### config.mk
export PLATFORM = sky130hd
export DESIGN_NAME = mem_port_arbiter
export DESIGN_NICKNAME = d
export VERILOG_FILES = /design/src/rtl/mem_port_arbiter.sv
export SDC_FILE = /design/constraint.sdc
export NUM_CORES = 2
export LEC_CHECK = 0
export CAP_MARGIN = 25
export CORE_MARGIN = 2
export CORE_UTILIZATION = 45
export CTS_BUF_LIST = sky130_fd_sc_hd__clkbuf_8
export DETAILED_ROUTE_END_ITERATION = 6
export PLACE_DENSITY = 0.7
export SLEW_MARGIN = 20
export SYNTH_ARGS = -nofsm -noshare
export SYNTH_HDL_FRONTEND = slang
export SYNTH_SLANG_ARGS = --single-unit
### constraint.sdc
create_clock -name clk_in -period 4.5 [get_ports clk_in]
set_input_delay 0.675 -clock clk_in [delete_from_list [all_inputs] [get_ports clk_in]]
set_output_delay 0.675 -clock clk_in [all_outputs]
set_load 0.005 [all_outputs]
### src/rtl/mem_port_arbiter.sv
// mem_port_arbiter: shares the byte-wide memory/IO port between the
// instruction-fetch line filler and the load/store buffer. Two-way
// round-robin grant, per-byte beat sequencing, one-cycle read latency,
// UART back-pressure on IO stores, rdy_in pauses and flush aborts.
module mem_port_arbiter #(
   parameter int LINE_BYTES = 64
) (
   input  logic                    clk_in,
   input  logic                    rst_in,
   input  logic                    rdy_in,
   input  logic                    flush,
   input  logic                    io_buffer_full,
   input  logic [7:0]              mem_din,
   output logic [7:0]              mem_dout,
   output logic [31:0]             mem_a,
   output logic                    mem_wr,
   input  logic                    if_todo,
   input  logic [31:0]             if_addr,
   output logic [8*LINE_BYTES-1:0] if_res,
   output logic                    if_done,
   input  logic                    ls_todo,
   input  logic [31:0]             ls_addr,
   input  logic [2:0]              ls_len,
   input  logic                    ls_store,
   input  logic [31:0]             ls_wdata,
   output logic [31:0]             ls_rdata,
   output logic                    ls_done
);

   localparam logic [1:0] IDLE  = 2'd0;
   localparam logic [1:0] READ  = 2'd1;
   localparam logic [1:0] WRITE = 2'd2;

   localparam int CW = 8;                    // beat counters, holds up to 64
   localparam int IW = $clog2(LINE_BYTES);   // byte index within the line
   localparam int RW = 8 * LINE_BYTES;       // line buffer width
   localparam int BW = IW + 3;               // bit offset within the line

   logic [1:0]    state, state_next;
   logic          last_ls, last_ls_next;     // last grant went to the LSB
   logic          owner_ls, owner_ls_next;   // current transfer belongs to the LSB
   logic [31:0]   base, base_next;
   logic [CW-1:0] len, len_next;
   logic [31:0]   wdata, wdata_next;
   logic [CW-1:0] beat_idx, beat_idx_next;   // index of the beat on mem_a now
   logic          beat_valid, beat_valid_next;
   logic [CW-1:0] cap_idx, cap_idx_next;     // index whose data is on mem_din now
   logic          cap_valid, cap_valid_next;
   logic [RW-1:0] rbuf, rbuf_next;

   logic [31:0]   mem_a_reg, mem_a_next;
   logic [7:0]    mem_dout_reg, mem_dout_next;
   logic          mem_wr_reg, mem_wr_next;
   logic [RW-1:0] if_res_reg, if_res_next;
   logic          if_done_reg, if_done_next;
   logic [31:0]   ls_rdata_reg, ls_rdata_next;
   logic          ls_done_reg, ls_done_next;

   logic          if_elig, ls_elig, grant_if, grant_ls;
   logic [CW-1:0] last_idx, step_idx, rewind_idx;
   logic [31:0]   step_addr, rewind_addr;
   logic [BW-1:0] cap_bit;
   logic [4:0]    wr_bit;
   logic [RW-1:0] rbuf_cap;
   logic [31:0]   ls_word;

   // Eligibility and round-robin choice; a requester is deaf in its done cycle
   always_comb begin
      if_elig  = if_todo && !if_done_reg;
      ls_elig  = ls_todo && !ls_done_reg &&
                 !(ls_store && (ls_addr[17:16] == 2'b11) && io_buffer_full);
      grant_if = if_elig && (!ls_elig || last_ls);
      grant_ls = ls_elig && !grant_if;
   end

   // Beat index arithmetic, byte capture merge and load-word assembly
   always_comb begin
      last_idx    = len - CW'(1);
      step_idx    = beat_idx + CW'(1);
      rewind_idx  = cap_valid ? cap_idx : beat_idx;
      step_addr   = base + {{(32-CW){1'b0}}, step_idx};
      rewind_addr = base + {{(32-CW){1'b0}}, rewind_idx};
      cap_bit     = {cap_idx[IW-1:0], 3'b000};
      wr_bit      = {step_idx[1:0], 3'b000};
      rbuf_cap    = rbuf;
      rbuf_cap[cap_bit +: 8] = mem_din;
      case (len[2:0])
         3'd1:    ls_word = {24'h0, rbuf_cap[7:0]};
         3'd2:    ls_word = {16'h0, rbuf_cap[15:0]};
         default: ls_word = rbuf_cap[31:0];
      endcase
   end

   // Next-state logic for the sequencer and all registered outputs
   always_comb begin
      state_next      = state;
      last_ls_next    = last_ls;
      owner_ls_next   = owner_ls;
      base_next       = base;
      len_next        = len;
      wdata_next      = wdata;
      beat_idx_next   = beat_idx;
      beat_valid_next = beat_valid;
      cap_idx_next    = cap_idx;
      cap_valid_next  = cap_valid;
      rbuf_next       = rbuf;
      mem_a_next      = mem_a_reg;
      mem_dout_next   = mem_dout_reg;
      mem_wr_next     = mem_wr_reg;
      if_res_next     = if_res_reg;
      if_done_next    = if_done_reg;
      ls_rdata_next   = ls_rdata_reg;
      ls_done_next    = ls_done_reg;

      if (!rdy_in) begin
         // Paused: data arriving now is dropped, so re-issue from the
         // first byte not yet captured.
         if (state == READ) begin
            beat_idx_next   = rewind_idx;
            beat_valid_next = 1'b1;
            cap_valid_next  = 1'b0;
            mem_a_next      = rewind_addr;
         end
      end else begin
         if_done_next = 1'b0;
         ls_done_next = 1'b0;
         case (state)
            IDLE: begin
               if (!flush && grant_if) begin
                  state_next      = READ;
                  last_ls_next    = 1'b0;
                  owner_ls_next   = 1'b0;
                  base_next       = if_addr;
                  len_next        = CW'(LINE_BYTES);
                  beat_idx_next   = '0;
                  beat_valid_next = 1'b1;
                  cap_valid_next  = 1'b0;
                  mem_a_next      = if_addr;
                  mem_wr_next     = 1'b0;
               end else if (!flush && grant_ls) begin
                  last_ls_next    = 1'b1;
                  owner_ls_next   = 1'b1;
                  base_next       = ls_addr;
                  len_next        = {{(CW-3){1'b0}}, ls_len};
                  wdata_next      = ls_wdata;
                  beat_idx_next   = '0;
                  cap_valid_next  = 1'b0;
                  mem_a_next      = ls_addr;
                  if (ls_store) begin
                     state_next      = WRITE;
                     beat_valid_next = 1'b0;
                     mem_wr_next     = 1'b1;
                     mem_dout_next   = ls_wdata[7:0];
                  end else begin
                     state_next      = READ;
                     beat_valid_next = 1'b1;
                     mem_wr_next     = 1'b0;
                  end
               end
            end
            READ: begin
               if (flush) begin
                  state_next      = IDLE;
                  beat_valid_next = 1'b0;
                  cap_valid_next  = 1'b0;
                  mem_a_next      = '0;
               end else begin
                  if (cap_valid) begin
                     rbuf_next = rbuf_cap;
                     if (cap_idx == last_idx) begin
                        state_next = IDLE;
                        if (owner_ls) begin
                           ls_done_next  = 1'b1;
                           ls_rdata_next = ls_word;
                        end else begin
                           if_done_next = 1'b1;
                           if_res_next  = rbuf_cap;
                        end
                     end
                  end
                  cap_valid_next = beat_valid;
                  cap_idx_next   = beat_idx;
                  if (beat_valid && (beat_idx != last_idx)) begin
                     beat_idx_next = step_idx;
                     mem_a_next    = step_addr;
                  end else begin
                     beat_valid_next = 1'b0;
                     mem_a_next      = '0;
                  end
               end
            end
            WRITE: begin
               // Stores are never aborted by flush: they are architectural.
               if (beat_idx == last_idx) begin
                  state_next    = IDLE;
                  mem_wr_next   = 1'b0;
                  mem_a_next    = '0;
                  mem_dout_next = '0;
                  ls_done_next  = 1'b1;
               end else begin
                  beat_idx_next = step_idx;
                  mem_a_next    = step_addr;
                  mem_dout_next = wdata[wr_bit +: 8];
               end
            end
            default: begin
               state_next  = IDLE;
               mem_wr_next = 1'b0;
               mem_a_next  = '0;
            end
         endcase
      end
   end

   // State and output registers
   always_ff @(posedge clk_in or negedge rst_in) begin
      if (!rst_in) begin
         state        <= IDLE;
         last_ls      <= 1'b0;
         owner_ls     <= 1'b0;
         base         <= '0;
         len          <= '0;
         wdata        <= '0;
         beat_idx     <= '0;
         beat_valid   <= 1'b0;
         cap_idx      <= '0;
         cap_valid    <= 1'b0;
         rbuf         <= '0;
         mem_a_reg    <= '0;
         mem_dout_reg <= '0;
         mem_wr_reg   <= 1'b0;
         if_res_reg   <= '0;
         if_done_reg  <= 1'b0;
         ls_rdata_reg <= '0;
         ls_done_reg  <= 1'b0;
      end else begin
         state        <= state_next;
         last_ls      <= last_ls_next;
         owner_ls     <= owner_ls_next;
         base         <= base_next;
         len          <= len_next;
         wdata        <= wdata_next;
         beat_idx     <= beat_idx_next;
         beat_valid   <= beat_valid_next;
         cap_idx      <= cap_idx_next;
         cap_valid    <= cap_valid_next;
         rbuf         <= rbuf_next;
         mem_a_reg    <= mem_a_next;
         mem_dout_reg <= mem_dout_next;
         mem_wr_reg   <= mem_wr_next;
         if_res_reg   <= if_res_next;
         if_done_reg  <= if_done_next;
         ls_rdata_reg <= ls_rdata_next;
         ls_done_reg  <= ls_done_next;
      end
   end

   assign mem_a    = mem_a_reg;
   assign mem_dout = mem_dout_reg;
   assign mem_wr   = mem_wr_reg & rdy_in;   // a paused cycle must never write
   assign if_res   = if_res_reg;
   assign if_done  = if_done_reg;
   assign ls_rdata = ls_rdata_reg;
   assign ls_done  = ls_done_reg;

endmodule

# Yosys cells after proc, flatten, opt, wreduce, memory -nomap -nowiden
# Index checks and enable logic that the tools add are counted.
[word_totals]
input_bits = 115
memories = 0
latchBits = 0
out_inout_bits = 587
regBits = 1192
ramBits = 0
romBits = 0
[op_classes]
mul = 0
bitwise_logic = 5
muxes = 66
reduce_logical = 36
shifts = 3
order_cmp = 0
addsub = 5
div_mod_pow = 0
n_eq_ne = 20
[ops]
columns = ["cell", "count"]
rows = [
  ["$bwmux W512", 1],
  ["$shift A8 B11 Y512 const A", 1],
  ["$shiftx A8 B11 Y512", 1],
  ["$mux W32", 7],
  ["$mux W8", 14],
  ["$pmux W32 S3", 1],
  ["$add A32 B8 Y32", 2],
  ["$pmux W32 S2", 1],
  ["$shiftx A32 B6 Y8", 1],
  ["$mux W1", 28],
  ["$pmux W8 S3", 1],
  ["$reduce_and A6 Y1", 3],
  ["$eq A8 B8 Y1", 2],
  ["$pmux W8 S2", 1],
  ["$reduce_and A4 Y1", 4],
  ["$mux W2", 7],
  ["$ne A3 B3 Y1 const B", 4],
  ["$neg A9 Y11", 1],
  ["$logic_and A1 B1 Y1", 10],
  ["$reduce_and A5 Y1", 2],
  ["$reduce_and A3 Y1", 3],
  ["$add A8 B1 Y8 const B", 1],
  ["$ne A2 B2 Y1 const B", 4],
  ["$ne A4 B4 Y1 const B", 2],
  ["18 further kinds", 33],
]

# Depth between registers and ports, before layout
[depth]
word_depth = 15
mapped_depth = 15

# Worst setup path after synthesis
# No wires, ideal clock.
[synth_timing]
path_kind = "reg-to-reg"
from = "register cap_idx[0]"
to = "register rbuf[160]"
stages_incl_launch_ff = 14
setup_ns = 0.128
arrival_time_ns = 3.327
slack_ns = 1.045
path_buffers = 5
synth_period_minus_slack_ns = 3.455
t_required_ns = 4.372
path_cell_list = "dfrtp_1 clkbuf_1 inv_1 clkbuf_1 ha_1 buf_2 nor2b_1 or2_1 clkbuf_1 nor4_4 o21ai_2 or2_1 buf_2 mux2_1"
[synth_between]
elab_chain_cells = 3
elab_cells_between_ends = 4
classes_between = "add/sub: 1; shift: 2; mux: 1"
[synth_lines]
columns = ["element", "line_no", "source"]
rows = [
  ["from (decl)", "47", "logic [CW-1:0] cap_idx, cap_idx_next;"],
  ["from (signal assigned)", "245", "cap_idx <= cap_idx_next;"],
  ["$neg A9 Y11 (*)", "86", "rbuf_cap[cap_bit +: 8] = mem_din;"],
  ["$shiftx A8 B11 Y512 or $shift A8 B11 Y512 (tied branches)", "86", ""],
  ["$bwmux W512 (*)", "86", ""],
  ["to (signal assigned)", "247", "rbuf <= rbuf_next;"],
  ["to (decl)", "49", "logic [RW-1:0] rbuf, rbuf_next;"],
]
# Mark *: on every way between the ends. The rest lies on a longest branch, timed or not.
# A chain may end at the register's enable or synchronous reset.

# Final worst setup path
[layout_timing]
from = "register cap_idx[0]"
to = "register rbuf[233]"
# The elaborated chain is that of the path after synthesis.

==> qor_table.md <==
| Stage | Parameter | This run |
|:---|:---|:---|
| global routing | Vias in the first global route | 39100 |
| yosys | Share of the synthesized area in the top cell type | 56.0% |
| detailed routing | Post-DR wirelength/cell | 23.4 um |
| yosys | Cell accounting for the most synthesized area | dfrtp_1 |
| yosys | Proportion of synthesized chip area in sequential cells | 56.0% |
| detailed routing | Pre-antenna DRT Iters | 5 |
| floorplanning | Standard-cell row count | 126 |
| floorplanning | Horizontal extent of the die | 347 um |
| timing | Setup tns final | 0 ps |
| setup path | Top delay family on crit path | simple AND/OR/NAND/NOR gates |
| clocking | Num CTS Buffers | 197 |
| yosys | Top area cells in the synthesized netlist | dfrtp_1 (56%), mux2_2 (8.7%), mux2i_1 (8.2%) |
| setup path | Worst setup path class | flip-flop to flip-flop |
| setup path | Endpoint class of the critical path | flip-flop |
| power | Fraction of power spent switching nets | 32.2% |
| detailed routing | Via density per instance | 5.45 |
| timing | Setup repair after global routing missed its margin | no |
| cells and area | Most frequent cells in the layout | dfrtp_1 (1188), nand2_1 (757), clkdlybuf4s50_1 (692) |
| place | Estimated wirelength of the detail-placed design | 121 mm |
| timing | Final critical-path share of the clock period | 89.4% |
| setup path | Crit path arrival time | 4720 ps |
| setup path | CP bufs+invs | 2 |
| global routing | GR Overflow Total | 0 |
| detailed routing | Remaining DRCs | 0 |
| setup path | Critical path cell sequence | inv_1 -> ha_1 -> nor2b_1 -> a21oi_4 -> buf_4 -> nor2b_1 -> and3_1 -> nand2_2 -> nand2_1 -> o21ai_0 |
| timing | Actual slew at the worst max-slew pin | 991 ps |
| job | Maximum capacitance violations | 0 |
| setup path | Delay contributed by the slowest stage of the critical path | 830 ps |
| setup path | Critical Path Start Type | flip-flop |
| power | Power Internal | 18.3 mW |
| detailed routing | Number of antenna-violating nets in the routed design | 0 |
| clocking | Post-CTS resize count | 0 |
| yosys | Gate Count Post-Synth | 4759 |
| yosys | Number of synthesized register bits | 1188 |
| global routing | Antenna violations before repair | 4 |
| cells and area | Area of all placed cells without fillers | 66000 sq um |
| detailed routing | Number of vias in the routed layout | 39000 |
| setup path | Master of the slowest instance on the critical path | nor2b_1 |
| power | Clk network pwr share | 35.4% |
| clocking | H-tree Lvls | 4 |
| global routing | Global-route wire length before repair | 251 mm |
| cells and area | Post-layout nets | 5625 |
| clocking | Later-pin clock latency in the skew report | 880 ps |
| global routing | Global-route usage over all layers | 27.6% |
| cells and area | Share of cells above drive strength 1 | 16.3% |
| yosys | Commonest register cell after synthesis | dfrtp_1 |
| timing | Pins Over Slew Limit | 0 |
| place | Final estimated routing congestion in global placement | 0.913 |
| timing | Hold Fails Final Rpt | 0 |
| floorplanning | Die extent in y | 347 um |
| setup path | CP required | 5190 ps |
| detailed routing | Final wirelength | 167 mm |
| timing | Minimum clock period after layout | 4020 ps |
| cells and area | Area added between synthesis and finish | 24.4% |
| power | Maximum ir drop on the vdd rail | 0.385 mV |
| clocking | Num Clock Sinks | 1188 |
| power | Power density relative to cell area | 409 nW/um^2 |
| yosys | Post-synthesis average cell area | 11.2 sq um |
| power | Net Sw Power | 8.70 mW |
| place | Cell area after placement | 62000 sq um |
| floorplanning | Area of the core | 118000 sq um |
| timing | Highest clock rate | 248 MHz |
| yosys | Post-synthesis cell area | 53100 sq um |
| setup path | Crit Path Max Fanout | 24 |
| power | Leak | 30.3 nW |
| timing | Worst slew margin | 34.0% |
| detailed routing | First DRT Iteration DRCs | 3018 |
| cells and area | Most common library cell in the layout ignoring fill and taps | dfrtp_1 |
| power | Combinational Power Share | 20.8% |
| floorplanning | Initial core utilization | 45.1% |
| yosys | Share of flip-flops with an asynchronous set or reset | 100% |
| floorplanning | Die area | 121000 sq um |
| global routing | Maximum number of pins on one net before global-route repair | 117 |
| setup path | CP dominant cell by count | nor2b_1 |
| power | Relative contribution of sequential cells to total power | 43.8% |
| yosys | Warning count from the yosys run | 0 |
| run status | Run status | completed |
| clocking | Buffer levels on the longest clock path | 3 |
| yosys | Net count after synthesis | 4908 |
| clocking | Cell at the root of the clock tree | clkbuf_8 |
| timing | Final Skew | 57.0 ps |
| yosys | Number of enable flip-flop cells after synthesis | 0 |
| clocking | Clock-pin slew reported for the worst setup and hold paths after clock tree synthesis | 60 ps |
| timing | Setup violation total in the final timing report | 0 |
| floorplanning | Boundary Pins | 702 |
| place | Number of input and output port buffers inserted | 701 |
| clocking | Clock tree from TritonCTS | done |
| min path | Class of the tightest hold or removal check | primary input to flip-flop |
| yosys | Count of different cell masters after synthesis | 77 |
## tightest hold or removal path, stage by stage
cell and delay (ps):
buf_2 180, nand2_1 90, o21ai_0 60
## path summary, 6_finish.rpt
path / end / cells after the start / startpoint / slack (ps)
max in group asynchronous: if_res[79] / 4 / rst_in / 2700
hold / removal: rbuf[0] / 3 / mem_din[0] / 210
setup reg to reg: rbuf[233] / 10 / cap_idx[0] / 480
min in group asynchronous: mem_a[8] / 2 / rst_in / 520
setup / recovery: rbuf[233] / 10 / cap_idx[0] / 480
hold reg to reg: rbuf[0] / 2 / rbuf[0] / 470
## per-stage QoR
stage	setup WS (ps)	cells	utilization [%]	total power [mW]	hold WS [ps]
floorplan	1050	4759	-	15.0	379
global placement	552	6809	52.7	17.5	454
detailed placement	476	6811	52.7	17.6	463
CTS	427	7164	56.1	27.2	130
global route	114	7167	56.1	28.2	204
finish	475	7168	56.1	27.0	212
## synthesized netlist by cell type, types with 9 or more instances
master and n:
clkbuf_1 224, inv_1 39, nand2_1 757, nor2_1 249, a31oi_1 14, o21ai_0 563, buf_2 68, o21ai_1 142
and2_1 17, xnor2_1 36, or2_2 10, nand3_1 28, nor4_4 13, nand4_1 17, a21oi_1 96, nor2b_1 20
mux2_2 408, and4_1 12, ha_1 32, mux2i_1 436, or3_1 19, mux2_1 80, o22ai_1 10, a221oi_1 9
nor3_4 15, or2_1 13, and3_1 27, a22oi_1 14, xor2_1 28, nor3_1 12, dfrtp_1 1188
## layer usage
| layer | vias up | wire length (um) | track usage (%) |
|---|---|---|---|
| li1 | 18000 | - | - |
| met1 | 19500 | 70300 | 35.9 |
| met2 | 1285 | 80100 | 45.2 |
| met3 | 270 | 11900 | 6.86 |
| met4 | 0 | 5230 | 9.26 |
| met5 | - | 0 | 0 |
## cells by family after synthesis
group / count (synthesis) / synth area share (%)
buf+inv: 349 / 2.70
mux: 932 / 18.9
compound gates: 927 / 9.49
flops: 1188 / 56.0
simple gates: 1265 / 11.0
fa+ha+maj: 34 / 0.830
xor+xnor: 64 / 1.06
## repair_timing
action | CTS | global route
endpoints found under the setup margin | 0 | 0
buffers inserted | 0 | 0
hold endpoints to repair | 70 | 0
hold buffers | 1 | 0
## cell type report
type	instances	area (sq um)
Clock buffer	240	3300
Inverter	41	154
Sequential cell	1188	29700
Timing Repair Buffer	826	8220
Tap cell	1536	1920
Fill cell	9977	51600
Multi-Input combinational cell	3222	22000
Antenna cell	3	7.51
Clock inverter	112	683
## power by group through the flow
stage	Sequential (mW)	Clock (mW)	Combinational, mW
after floorplan	11.7	0	3.28
after global placement	12.0	0	5.52
after detailed placement	12.0	0	5.59
after CTS	11.8	9.78	5.63
after global routing	11.9	10.3	6.06
final	11.8	9.57	5.61
Note: power is estimated with default switching activity, not from simulation.
